**config.mk**
```make
export PLATFORM = sky130hd
export DESIGN_NAME = tm_slave_multimaster_rb
export DESIGN_NICKNAME = d
export VERILOG_FILES = /design/src/rtl/tm_slave_multimaster_rb_pkg.sv /design/src/rtl/tm_slave_multimaster_rb_tag_fifo.sv /design/src/rtl/tm_slave_multimaster_rb.sv
export SDC_FILE = /design/constraint.sdc
export NUM_CORES = 1
export LEC_CHECK = 0
export ABC_AREA = 1
export CAP_MARGIN = 10
export CORE_ASPECT_RATIO = 0.7
export CORE_MARGIN = 5
export CORE_UTILIZATION = 40
export CTS_BUF_LIST = sky130_fd_sc_hd__clkbuf_4 sky130_fd_sc_hd__clkbuf_8 sky130_fd_sc_hd__clkbuf_16
export CTS_CLUSTER_DIAMETER = 200
export DETAILED_ROUTE_END_ITERATION = 16
export GPL_TIMING_DRIVEN = 0
export MAX_ROUTING_LAYER = met4
export PLACE_DENSITY = 0.72
export SYNTH_ARGS = -nofsm -noshare
export SYNTH_HDL_FRONTEND = slang
export SYNTH_SLANG_ARGS = --single-unit
```
**constraint.sdc**
```tcl
create_clock -name clk -period 3.4 [get_ports clk]
set_input_delay 0.34 -clock clk [delete_from_list [all_inputs] [get_ports clk]]
set_output_delay 0.34 -clock clk [all_outputs]
set_load 0.005 [all_outputs]
```
**src/rtl/tm_slave_multimaster_rb_pkg.sv**
```systemverilog
// Shared types and widths for the slave-side traffic-manager shell.
// Optional build macro used by the top: TM_SLAVE_RSP_SKID_EN.
package tm_slave_pkg;

   localparam int TSR_WIDTH_TAG       = 8;
   localparam int TSR_WIDTH_DATA_OUT  = 36;
   localparam int TSR_MAX_OUTSTANDING = 8;
   localparam int CNT_W               = $clog2(TSR_MAX_OUTSTANDING) + 1;

   typedef logic [TSR_WIDTH_TAG-1:0] tag_t;

   typedef struct packed {
      tag_t                          tag;
      logic [TSR_WIDTH_DATA_OUT-1:0] data;
   } rsp_entry_t;

endpackage

```
**src/rtl/tm_slave_multimaster_rb_tag_fifo.sv**
```systemverilog
// Show-ahead synchronous FIFO holding request tags in arrival order.
// Binary pointers carry one extra bit so full and empty are distinguishable.
module tag_fifo_tsr #(
   parameter int WIDTH = 8,
   parameter int DEPTH = 8
) (
   input  logic                     clk,
   input  logic                     preset_full,
   input  logic                     push,
   input  logic                     pop,
   input  logic [WIDTH-1:0]         din,
   output logic [WIDTH-1:0]         head,
   output logic                     full,
   output logic                     empty,
   output logic [$clog2(DEPTH):0]   count
);

   localparam int AW = $clog2(DEPTH);
   localparam logic [AW:0] PTR_ONE = 1;

   logic [AW:0]      wr_ptr;
   logic [AW:0]      rd_ptr;
   logic [WIDTH-1:0] mem [DEPTH];

   assign empty = (wr_ptr == rd_ptr);
   assign full  = (wr_ptr[AW] != rd_ptr[AW]) && (wr_ptr[AW-1:0] == rd_ptr[AW-1:0]);
   assign count = wr_ptr - rd_ptr;
   assign head  = mem[rd_ptr[AW-1:0]];

   always_ff @(posedge clk or posedge preset_full) begin
      if (preset_full) begin
         wr_ptr <= '0;
         rd_ptr <= '0;
      end else begin
         if (push && !full)  wr_ptr <= wr_ptr + PTR_ONE;
         if (pop && !empty)  rd_ptr <= rd_ptr + PTR_ONE;
      end
   end

   // Storage needs no reset; only the pointers define validity.
   always_ff @(posedge clk) begin
      if (push && !full) mem[wr_ptr[AW-1:0]] <= din;
   end

endmodule

```
**src/rtl/tm_slave_multimaster_rb.sv**
```systemverilog
// Slave-side TM shell: tags requests in order, re-attaches them to responses, returns credits.
// Build macro TM_SLAVE_RSP_SKID_EN selects a 2-entry skid output stage.
module tm_slave_multimaster_rb
   import tm_slave_pkg::*;
#(
   parameter int WIDTH_DATA_IN   = 36,
   parameter int WIDTH_DATA_OUT  = 36,
   parameter int WIDTH_TAG       = 8,
   parameter int MAX_OUTSTANDING = 8
) (
   input  logic                                 clk,
   input  logic                                 preset_full,
   input  logic                                 req_valid_in,
   output logic                                 req_ready_out,
   input  logic [WIDTH_TAG-1:0]                 req_tag_in,
   input  logic [WIDTH_DATA_IN-1:0]             req_data_in,
   output logic                                 req_valid_out,
   input  logic                                 req_ready_in,
   output logic [WIDTH_DATA_IN-1:0]             req_data_out,
   input  logic                                 rsp_valid_in,
   output logic                                 rsp_ready_out,
   input  logic [WIDTH_DATA_OUT-1:0]            rsp_data_in,
   output logic                                 rsp_valid_out,
   input  logic                                 rsp_ready_in,
   output logic [WIDTH_TAG-1:0]                 rsp_tag_out,
   output logic [WIDTH_DATA_OUT-1:0]            rsp_data_out,
   output logic                                 credit_return_out,
   output logic [$clog2(MAX_OUTSTANDING):0]     outstanding_out,
   output logic                                 err_orphan_out
);

   logic                 tag_full;
   logic                 tag_empty;
   logic [WIDTH_TAG-1:0] tag_head;
   logic                 push;
   logic                 pop;
   logic                 depart;

   assign req_valid_out = req_valid_in & ~tag_full;
   assign req_ready_out = req_ready_in & ~tag_full;
   assign req_data_out  = req_data_in;
   assign push          = req_valid_in & req_ready_out;
   assign pop           = rsp_valid_in & rsp_ready_out;
   assign depart        = rsp_valid_out & rsp_ready_in;

   tag_fifo_tsr #(
      .WIDTH (WIDTH_TAG),
      .DEPTH (MAX_OUTSTANDING)
   ) u_tags (
      .clk         (clk),
      .preset_full (preset_full),
      .push        (push),
      .pop         (pop),
      .din         (req_tag_in),
      .head        (tag_head),
      .full        (tag_full),
      .empty       (tag_empty),
      .count       (outstanding_out)
   );

   always_ff @(posedge clk or posedge preset_full) begin
      if (preset_full) begin
         credit_return_out <= 1'b0;
         err_orphan_out    <= 1'b0;
      end else begin
         credit_return_out <= depart;
         if (rsp_valid_in && tag_empty) err_orphan_out <= 1'b1;
      end
   end

`ifdef TM_SLAVE_RSP_SKID_EN
   logic [1:0]                occ;
   logic [WIDTH_TAG-1:0]      e0_tag, e1_tag;
   logic [WIDTH_DATA_OUT-1:0] e0_data, e1_data;

   // Ready depends only on registered occupancy, cutting the rsp_ready_in path.
   assign rsp_ready_out = ~tag_empty & (occ != 2'd2);
   assign rsp_valid_out = (occ != 2'd0);
   assign rsp_tag_out   = e0_tag;
   assign rsp_data_out  = e0_data;

   always_ff @(posedge clk or posedge preset_full) begin
      if (preset_full) begin
         occ     <= '0;
         e0_tag  <= '0;
         e0_data <= '0;
         e1_tag  <= '0;
         e1_data <= '0;
      end else begin
         case ({pop, depart})
            2'b01: begin
               e0_tag  <= e1_tag;
               e0_data <= e1_data;
               occ     <= occ - 2'd1;
            end
            2'b10: begin
               if (occ == 2'd0) begin
                  e0_tag  <= tag_head;
                  e0_data <= rsp_data_in;
               end else begin
                  e1_tag  <= tag_head;
                  e1_data <= rsp_data_in;
               end
               occ <= occ + 2'd1;
            end
            // Departure plus accept can only occur with one entry held.
            2'b11: begin
               e0_tag  <= tag_head;
               e0_data <= rsp_data_in;
            end
            default: ;
         endcase
      end
   end
`else
   logic out_slot_free;

   assign out_slot_free = ~rsp_valid_out | rsp_ready_in;
   assign rsp_ready_out = ~tag_empty & out_slot_free;

   always_ff @(posedge clk or posedge preset_full) begin
      if (preset_full) begin
         rsp_valid_out <= 1'b0;
         rsp_tag_out   <= '0;
         rsp_data_out  <= '0;
      end else if (pop) begin
         rsp_valid_out <= 1'b1;
         rsp_tag_out   <= tag_head;
         rsp_data_out  <= rsp_data_in;
      end else if (rsp_ready_in) begin
         rsp_valid_out <= 1'b0;
      end
   end
`endif

endmodule

```
# == Word-level counts from Yosys, hierarchy flattened ==
# Memories as Yosys holds them, arrays and structs flattened. A register that Yosys moved wholly into a read port is not among the register bits.
# Cells that the tools add are included.
# classes
eq_ne,3
bitwise,10
n_reduce_logical,7
n_mux,4
add_sub_neg,3
# op_table
op,n
"4-bit by 1-bit adder with 4-bit output, second input constant",2
1-bit bitwise AND,6
4-bit equality test,1
1-bit logical AND,4
1-bit 2-to-1 mux,4
4-bit subtractor,1
3-bit equality test,1
1-bit inverter,3
1-bit zero test,2
2-bit nonzero test,1
1-bit inequality test,1
1-bit bitwise OR,1
# totals
out_inout_bits,90
n_memories,1
reg_bits,47
elab_cells,34
ram_bits,64
# mem_list
name,words,word_bits,read_ports,rd_clocked_by_memory_dff,write_ports,line,source
u_tags.mem,8,8,1,1,1,tm_slave_multimaster_rb_tag_fifo.sv:23,logic [WIDTH-1:0] mem [DEPTH];

# == Depth between registers and ports, before layout ==
# Gate-level depths: netlist of the first run.
# depth
ltp_word,8
ltp_mapped,11
ltp_nobuf,9

# == By module ==
# A second synthesis of the first run with hierarchy kept.
# unflattened
cells_unflattened,621
area_unflattened_um2,5713.0
# by_module_without_submodules
module,n_inst,area_per_inst_um2,cells_per_inst
tag_fifo_tsr,1,3478.3,373
tm_slave_multimaster_rb,1,2234.6,248

# == Worst setup path after synthesis of the first run ==
# OpenSTA, ideal clock, no wires.
# synth_timing
kind,reg2reg
startpoint,reg u_tags.rd_ptr[1]
endpoint,"mem u_tags.mem[1][0], enable pin"
slack_ns,0.975
arrival_time_ns,2.041
required_ns,3.017
synth_period_minus_slack_ns,2.425
stages_incl_launch_ff,9
path_cell_list,dfrtp_1 > inv_2 > buf_2 > ha_1 > nand2_1 > nor2_4 > nand2_1 > nand3_2 > nor3_1
# synth_via
elab_chain_cells,8
word_cells_on_any_way,9
# synth_rtl
item,line,source
"start, declared",tm_slave_multimaster_rb_tag_fifo.sv:22,logic [AW:0] rd_ptr;
"start signal, assigned",tm_slave_multimaster_rb_tag_fifo.sv:36,if (pop && !empty) rd_ptr <= rd_ptr + PTR_ONE;
3-bit equality test *,tm_slave_multimaster_rb_tag_fifo.sv:26,assign full = (wr_ptr[AW] != rd_ptr[AW]) && (wr_ptr[AW-1:0] == rd_ptr[AW-1:0]);
1-bit logical AND *,tm_slave_multimaster_rb_tag_fifo.sv:26,
1-bit inverter,tm_slave_multimaster_rb.sv:40,assign req_ready_out = req_ready_in & ~tag_full;
1-bit bitwise AND,tm_slave_multimaster_rb.sv:40,
1-bit bitwise AND,tm_slave_multimaster_rb.sv:42,assign push = req_valid_in & req_ready_out;
1-bit logical AND *,tm_slave_multimaster_rb_tag_fifo.sv:42,if (push && !full) mem[wr_ptr[AW-1:0]] <= din;
1-bit 2-to-1 mux *,tm_slave_multimaster_rb_tag_fifo.sv:42,
1-bit 2-to-1 mux (not written as such) *,tm_slave_multimaster_rb_tag_fifo.sv:42,
"end, declared",tm_slave_multimaster_rb_tag_fifo.sv:23,
# Mark *: on every way between the ends. The rest lies on a longest branch, timed or not.

# == Worst setup path in the final report of the first run ==
# layout_timing
startpoint,reg u_tags.rd_ptr[1]
endpoint,out outstanding_out[3]
# layout_via
elab_chain_cells,1
# layout_rtl
item,line,source
4-bit subtractor,tm_slave_multimaster_rb_tag_fifo.sv:27,assign count = wr_ptr - rd_ptr;
"end, declared",tm_slave_multimaster_rb.sv:28,"output logic [$clog2(MAX_OUTSTANDING):0] outstanding_out,"
# No other way between the ends.

==> run metrics, run 1 <==
status=finished, final reports clean; # clock sinks=119; slew at the pin closest to its max-slew limit=0.951 ns; sequential element share of the synthesized area=62.9%; final worst path period need=3.01 ns; post-synthesis area per instance=10.2 um2; HPWL Detailed=9.84 mm; Final Core Density=57.7%; crit share post-route=88.6%; Yosys cell types=31; diode count=0; Die H=106 um; first-pass GRT wire length=21.0 mm; TritonRoute pass-1 iters=7; Ys Warns=0; Finished Layout Cells=852; end of the critical path=outstanding_out[3]; die area=15500 um2; htree depth=4; Slew HR=36.4%; most common cell after layout, fill and taps aside=nand2_1; TritonCTS buffer count=17; Crit path arrival time=2.67 ns; max cap viols=0; area of the core=13000 um2; max-slew violations=0; drt total wl=13.5 mm; cells after synthesis=512; num ports=176; final setup vio count=0; # Post-CTS Setup Buffers=0; drt drc=0; clock latency on the worst-skew pair=0.41 ns; nets=765; CTS resizes=0; largest net degree at the start of global routing=34; synthesis-stage register bit count=119; placed cells=819; DRT iter0 DRCs=244; most frequent cells in the layout=nand2_1, clkdlybuf4s50_1, edfxtp_1, dfrtp_1, buf_4; Max Freq=332 MHz; kind of critical path=flip-flop to output port; Pwr per Cell Area=871 nW/um2; reg2reg end=u_tags.mem[6][1]; clock tree root driver cell=clkbuf_16; Fillers=1022; origin of the worst setup path=u_tags.rd_ptr[1]; Max clock buf depth=2; Routed WL per cell=15.8 um; RR Startpoint=u_tags.rd_ptr[1]; top_reg_cell synth=edfxtp_1; P_leak=3.33 nW; Cell Rows=35; Clk pin slew, worst setup/hold paths=0.06 ns; CP required=3.06 ns; vias in the first global route=4009; CP endpoint kind=output port; GRT Total Usage=18.0%; critical path startpoint category=flip-flop; number of routed nets with antenna violations=0; RSZ-0062 raised after global routing=false; async set-or-reset flop fraction in the synthesized netlist=46.2%; Peak VDD IR=547 uV; # hold bufs at CTS=0; via count=3999; number of port buffers=139; Worst R2R Path Depth=8; Starting Density=40.3%; Layout area overhead=43.2%; total negative setup slack=0 ns; Via density=4.69; Layout Skew=0.00905 ns; initial antenna violation count=0; area of the mapped netlist=5240 um2; Final Hold Viols=0; EDFF count, synth=64; layout cells sized above 1=15.0%; overall power after layout=6.54 mW; global placement routability congestion=0.831; total gr overflow=0; Fin Hold WS=0.310 ns; Min-Delay Path Class=input pin to asynchronous set/reset pin; Worst R2R Setup Slack=0.51 ns; die span in x=147 um; Worst Path Max Fanout=10; CTS tree=done; Syn Nets=604
[cells in the mapped netlist, types with 2 or more instances]
master / number / area share, %
xor2_1: 3 / 0.50
nor2_1: 25 / 1.8
buf_4: 41 / 5.9
o21ai_0: 9 / 0.86
nand2_1: 208 / 15
nand3_1: 29 / 2.8
o211ai_1: 7 / 1.0
edfxtp_1: 64 / 37
xnor2_1: 3 / 0.50
ha_1: 5 / 1.2
inv_1: 24 / 1.7
nand2_4: 2 / 0.43
nor3_1: 3 / 0.29
nor2_2: 3 / 0.36
inv_2: 5 / 0.36
buf_2: 6 / 0.57
dfrtp_1: 55 / 26
buf_6: 5 / 1.1
o21ai_1: 3 / 0.29
[flip-flops by register name (all words and copies together) (netlist names)]
name and flops:
u_tags.mem 64, rsp_data_out 36, rsp_tag_out 8, u_tags.rd_ptr 4
u_tags.wr_ptr 4, credit_return_out 1, err_orphan_out 1, rsp_valid_out 1
[critical path, stage by stage, from the launching register on]
cell	delay, ns
dfrtp_1	0.52
inv_2	0.16
buf_2	0.23
ha_1	0.33
nand2_1	0.05
o21ai_0	0.20
xor2_1	0.22
clkdlybuf4s50_1	0.54
[metal layers]
layer	vias up	routed length [um]	GRT usage [%]
li1	1944	-	-
met1	1875	5810	22.3
met4	0	142	4.77
met5	-	0	-
met2	167	6580	29.4
met3	13	921	4.86
[cell families (layout without fill, tap and decap cells)]
logic type	Yosys count	after routing	synth area share [%]
AOI/OAI and AO/OA	23	23	2.67
xor gates and xnor gates	7	7	1.31
adders and majority gates	6	6	1.58
buffers and inverters	81	255	9.60
DFF	119	119	62.9
and+or+nand+nor	276	276	21.9
[through the flow]
stage | setup slack, ns | cell area (um2)
2_1_floorplan | 0.975 | 5240
3_3_place_gp | 0.153 | 6840
3_5_place_dp | 0.234 | 6870
4_1_cts | 0.207 | 7500
5_1_grt | 0.248 | 7510
6_report | 0.389 | 7510
[how the worst min path moves through the flow]
stage	endpoint	cells past startpoint
2_1_floorplan	u_tags.mem[0][0]	0
3_3_place_gp	rsp_data_out[2]	2
3_5_place_dp	rsp_data_out[18]	2
4_1_cts	rsp_tag_out[4]	2
5_1_grt	rsp_tag_out[4]	2
6_report	rsp_tag_out[4]	2
[final cells by class]
type | count | area (um2) | area share (%)
clock buffers | 17 | 425 | 5.67
plain buffers | 52 | 394 | 5.25
well taps | 166 | 208 | 2.77
multi-input cells | 312 | 1440 | 19.2
flip-flops and latches | 119 | 3300 | 43.9
clock inverters | 15 | 201 | 2.68
inverters | 29 | 109 | 1.45
repair buffers | 142 | 1430 | 19.0
[report_power, final]
group          internal, mW  leakage [nW]  switching [mW]
logic                  1.24          1.78            1.28
clock network          1.23         0.303           0.657
registers              1.90          1.25           0.235
total                  4.37          3.33            2.17
(Power assumes the default switching activity.)
==> run 2: changes to the inputs <==
CORE_UTILIZATION = 35   (was 40)
PLACE_DENSITY = not set   (was 0.72)
clock period = 3.7 ns   (was 3.4 ns; I/O delays follow)
==> run metrics, run 2 (synthesized netlist as in run 1, its figures left out) <==
GRT Total Usage=16.5% (-1.5 points); CP required=3.33 ns (+0.27 ns); Pwr per Cell Area=807 nW/um2 (-7.4%); diode count=0 (unchanged); vias in the first global route=4223 (+5.3%); CP Cell Sequence=inv_2, buf_2, ha_1, nand2_1, o21ai_0, xor2_1, clkdlybuf4s50_1; nets=765 (unchanged); die area=17600 um2 (+13%); Min-Delay Path Class=input pin to asynchronous set/reset pin; Worst Path Max Fanout=10 (unchanged); final worst path period need=3.06 ns; Max Freq=326 MHz; num ports=176 (unchanged); Worst path max stage delay=0.54 ns (about the same); clock share of power=30.0% (+1.2 points); layout cells sized above 1=15.2% (+0.15 points); HPWL Detailed=10.5 mm (+6.3%); met1 usage=19.8% (-2.5 points); Layout area overhead=44.5%; Max clock buf depth=2 (unchanged); global placement routability congestion=0.827 (-0.48%); status=finished, final reports clean; Int Pwr=4.13 mW (-5.4%); DRT iter0 DRCs=164 (-33%); Finished Layout Cells=881 (+3.4%); max-slew violations=0 (unchanged); slew at the pin closest to its max-slew limit=0.980 ns (+0.0291 ns); critical path startpoint category=flip-flop; kind of critical path=flip-flop to output port; Top delay family on crit path=buffers and inverters; CP max-delay cell=clkdlybuf4s50_1; max cap viols=0 (unchanged); sequential power share=32.1% (-0.5 points); drt drc=0 (unchanged); GR Util met2=27.1% (-2.4 points); Layout Skew=0.00670 ns (-0.00234 ns); final worst slack=0.637 ns (+0.248 ns); die span in x=156 um (+6.4%); via count=4047 (+1.2%); # clock sinks=119 (unchanged); number of routed nets with antenna violations=0 (unchanged); Fillers=1304 (+28%); Routed WL per cell=16.0 um (+1.4%); overall power after layout=6.11 mW (-6.6%); Fin Hold WS=0.264 ns (-0.0458 ns); # hold bufs at CTS=0 (unchanged); placed cells=848 (+3.5%); htree depth=4 (unchanged); crit share post-route=82.8%; RSZ-0062 raised after global routing=false; CP endpoint kind=output port; TritonRoute pass-1 iters=5 (-2); Net Sw Power=1.98 mW (-9.0%); Starting Density=35.7% (-4.6 points); Slew HR=34.4% (-1.9 points); GRT met3 Usage=5.16% (+0.31 points); CTS resizes=0 (unchanged); largest net degree at the start of global routing=43 (+26%); Cell Rows=37 (+5.7%); most common cell after layout, fill and taps aside=nand2_1; most used routing layer=met2; TritonCTS buffer count=17 (unchanged); area of the core=14700 um2 (+13%); CP Buf/Inv Count=3 (unchanged); Peak VDD IR=525 uV (-4.1%); P_leak=3.35 nW (+0.48%); logic gate share of total power=37.9% (-0.6 points); first-pass GRT wire length=21.9 mm (+4.1%); Via density=4.59 (-2.1%); Final Hold Viols=0 (unchanged); total negative setup slack=0 ns (unchanged); total gr overflow=0 (unchanged); final setup vio count=0 (unchanged); number of port buffers=139 (unchanged); clock tree root driver cell=clkbuf_16; drt total wl=14.1 mm (+4.8%); Clk pin slew, worst setup/hold paths=0.05 ns (about the same); max FFs per register=64 (unchanged); initial antenna violation count=0 (unchanged); Die H=112 um (+6.2%); clock latency on the worst-skew pair=0.41 ns (about the same); Net Sw Frac=32.4% (-0.86 points); # Post-CTS Setup Buffers=0 (unchanged); CTS tree=done; pre-CTS setup slack=0.523 ns (+0.289 ns); most frequent cells in the layout=nand2_1, clkdlybuf4s50_1, edfxtp_1, dfrtp_1, buf_4; Crit path arrival time=2.69 ns (+0.02 ns)
==> run 2: worst reg2reg max path, delay by kind of cell (launching register included) <==
family	cells	cell delay (ns)
simple gates	5	1.28
fa+ha+maj	1	0.29
buf+inv	2	0.50
flops	1	0.49
==> run 2: through the flow <==
| step | util, % | area [um2] |
|---|---|---|
| 2_1_floorplan | - | 5240 |
| 3_3_place_gp | 46.8 | 6880 |
| 3_5_place_dp | 47.1 | 6910 |
| 4_1_cts | 51.5 | 7560 |
| 5_1_grt | 51.6 | 7570 |
| 6_report | 51.6 | 7570 |
==> run 2: cell type report <==
cell class | count | area, um2 | share of cell area [%]
Sequential cell | 119 | 3300 | 43.6
Multi-Input combinational cell | 312 | 1440 | 19.1
Timing Repair Buffer | 142 | 1420 | 18.8
Clock buffer | 17 | 425 | 5.62
Buffer | 52 | 394 | 5.21
Tap cell | 195 | 244 | 3.22
Clock inverter | 15 | 233 | 3.07
Inverter | 29 | 109 | 1.44
==> run 2: per-layer routing <==
metal  vias to the layer above  wire, um
met1                      1921      6000
met3                        18      1160
li1                       1937         -
met5                         -         0
met2                       171      6770
met4                         0       170
==> run 2: power groups by stage <==
| stage | clock network, mW | registers [mW] | logic [mW] |
|---|---|---|---|
| after global placement | 0 | 1.97 | 2.29 |
| after global routing | 1.93 | 2.00 | 2.56 |
| after floorplan | 0 | 1.97 | 1.16 |
| after detailed placement | 0 | 1.98 | 2.34 |
| final | 1.83 | 1.96 | 2.32 |
| after CTS | 1.87 | 1.97 | 2.36 |
==> run 2: worst paths after layout <==
path                                  start  cells after the start  slack (ns)                  to
hold reg to reg              err_orphan_out                      1        0.47      err_orphan_out
hold / removal                  preset_full                      2        0.26      rsp_tag_out[4]
setup reg to reg           u_tags.rd_ptr[1]                      8        0.74    u_tags.mem[4][2]
min in group clk             err_orphan_out                      1        0.47      err_orphan_out
setup / recovery           u_tags.rd_ptr[1]                      7        0.64  outstanding_out[3]
max in group asynchronous       preset_full                      3        2.88     rsp_data_out[9]
==> run 3: changes to the inputs <==
PLACE_DENSITY = 0.66   (was not set)
clock period = 2.75 ns   (was 3.7 ns; I/O delays follow)
==> run metrics, run 3 (synthesized netlist as in run 1, its figures left out) <==
HPWL Detailed=10.1 mm (-3.8%); RSZ-0062 raised after global routing=true; CP endpoint kind=output port; Peak VDD IR=609 uV (+16%); clock tree root driver cell=clkbuf_16; Die H=112 um (unchanged); slew at the pin closest to its max-slew limit=0.944 ns (-0.0358 ns); Crit path arrival time=2.35 ns (-0.34 ns); Pwr per Cell Area=1060 nW/um2 (+31%); Multi-input gate area=1460 um2 (+1.1%); layout cells sized above 1=15.6% (+0.46 points); first-pass GRT wire length=20.8 mm (-5.0%); Clk pin slew, worst setup/hold paths=0.05 ns (about the same); status=finished, final reports clean; Routed WL per cell=15.4 um (-3.8%); placed cells=849 (+0.12%); final worst path period need=2.63 ns; final setup vio count=0 (unchanged); htree depth=4 (unchanged); TritonCTS buffer count=17 (unchanged); nets=764 (-0.13%); Layout Skew=0.00837 ns (+0.00167 ns); clock latency on the worst-skew pair=0.41 ns (about the same); Layout area overhead=44.2%; num ports=176 (unchanged); kind of critical path=flip-flop to output port; Max clock buf depth=2 (unchanged); crit share post-route=95.5%; drt drc=0 (unchanged); # Post-CTS Setup Buffers=0 (unchanged); Worst R2R Path Depth=8 (unchanged); die area=17600 um2 (unchanged); via count=3969 (-1.9%); area of the core=14700 um2 (unchanged); RR Startpoint=u_tags.rd_ptr[1]; largest net degree at the start of global routing=34 (-21%); DRT iter0 DRCs=276 (+68%); Via density=4.51 (-1.8%); vias in the first global route=3860 (-8.6%); reg2reg end=u_tags.mem[5][5]; number of port buffers=139 (unchanged); Max Freq=381 MHz; max-slew violations=0 (unchanged); diode count=0 (unchanged); end of the critical path=outstanding_out[3]; drt total wl=13.6 mm (-3.9%); # clock sinks=119 (unchanged); total gr overflow=0 (unchanged); final instance area=7560 um2 (-0.20%); Worst Path Max Fanout=18 (+8); total negative setup slack=0 ns (unchanged); max FFs per register=64 (unchanged); Cell Rows=37 (unchanged); initial antenna violation count=0 (unchanged); Starting Density=35.7% (unchanged); max cap viols=0 (unchanged); placed inst area=6910 um2 (about the same); GRT Total Usage=15.7% (-0.72 points); Fillers=1294 (-0.77%); Slew HR=36.8% (+2.4 points); Worst R2R Setup Slack=0.13 ns (-0.61 ns); origin of the worst setup path=u_tags.rd_ptr[1]; global placement routability congestion=0.820 (-0.81%); P_leak=3.34 nW (-0.29%); TritonRoute pass-1 iters=4 (-1); Final Hold Viols=0 (unchanged); number of routed nets with antenna violations=0 (unchanged); most frequent cells in the layout=nand2_1, clkdlybuf4s50_1, edfxtp_1, dfrtp_1, buf_4; die span in x=156 um (unchanged); CP required=2.48 ns (-0.85 ns); CTS tree=done; Min-Delay Path Class=input pin to asynchronous set/reset pin; FF/Latch Area=3300 um2 (about the same); Finished Layout Cells=880 (-0.11%); most common cell after layout, fill and taps aside=nand2_1; critical path startpoint category=flip-flop
[run 3: layout make-up]
type | instances | share of cell area [%]
sequential | 119 | 43.7
multi-input combinational | 312 | 19.3
timing repair buffer | 142 | 18.8
clock buffer | 23 | 7.24
buffer | 51 | 5.15
tap | 195 | 3.23
inverter | 29 | 1.47
clock inverter | 9 | 1.08
[run 3: stage by stage]
stage | power (mW) | util [%] | hold slack (ns) | setup slack, ns
floorplan | 4.21 | - | 0.374 | 0.325
global placement | 5.71 | 46.8 | 0.461 | -0.444
detailed placement | 5.78 | 47.1 | 0.464 | -0.424
CTS | 8.08 | 51.4 | 0.227 | 0.0731
global route | 8.54 | 51.5 | 0.273 | -0.00892
finish | 8.02 | 51.5 | 0.223 | 0.124
[run 3: worst min path at each step]
stage | to | slack, ns | depth (start not counted)
global placement | rsp_data_out[1] | 0.46 | 2
CTS | credit_return_out | 0.23 | 2
finish | rsp_data_out[17] | 0.22 | 2
floorplan | u_tags.mem[0][0] | 0.37 | 0
global route | rsp_data_out[8] | 0.27 | 2
detailed placement | rsp_data_out[35] | 0.46 | 2
[run 3: per-layer routing]
metal / global-route usage [%] / share of wire (%)
met4: 4.28 / 1.4
met5: - / 0
met3: 4.70 / 9.0
met2: 24.5 / 46
met1: 20.2 / 44
[run 3: what timing repair did]
action	in CTS	in global routing
gates resized for setup	3	2
hold buffers	0	0
cloned	0	0
endpoints found under the setup margin	62	7
[run 3: critical path, stage by stage, from the launching register on]
cell and delay (ns):
dfrtp_2 0.47, inv_4 0.14, ha_1 0.32, nand2_1 0.05
o21ai_0 0.20, xor2_1 0.22, clkdlybuf4s50_1 0.54
[run 3: power by group]
group,leakage [nW],switching [mW],internal (mW)
combinational,1.78,1.59,1.54
clock,0.313,0.767,1.49
sequential,1.25,0.289,2.35
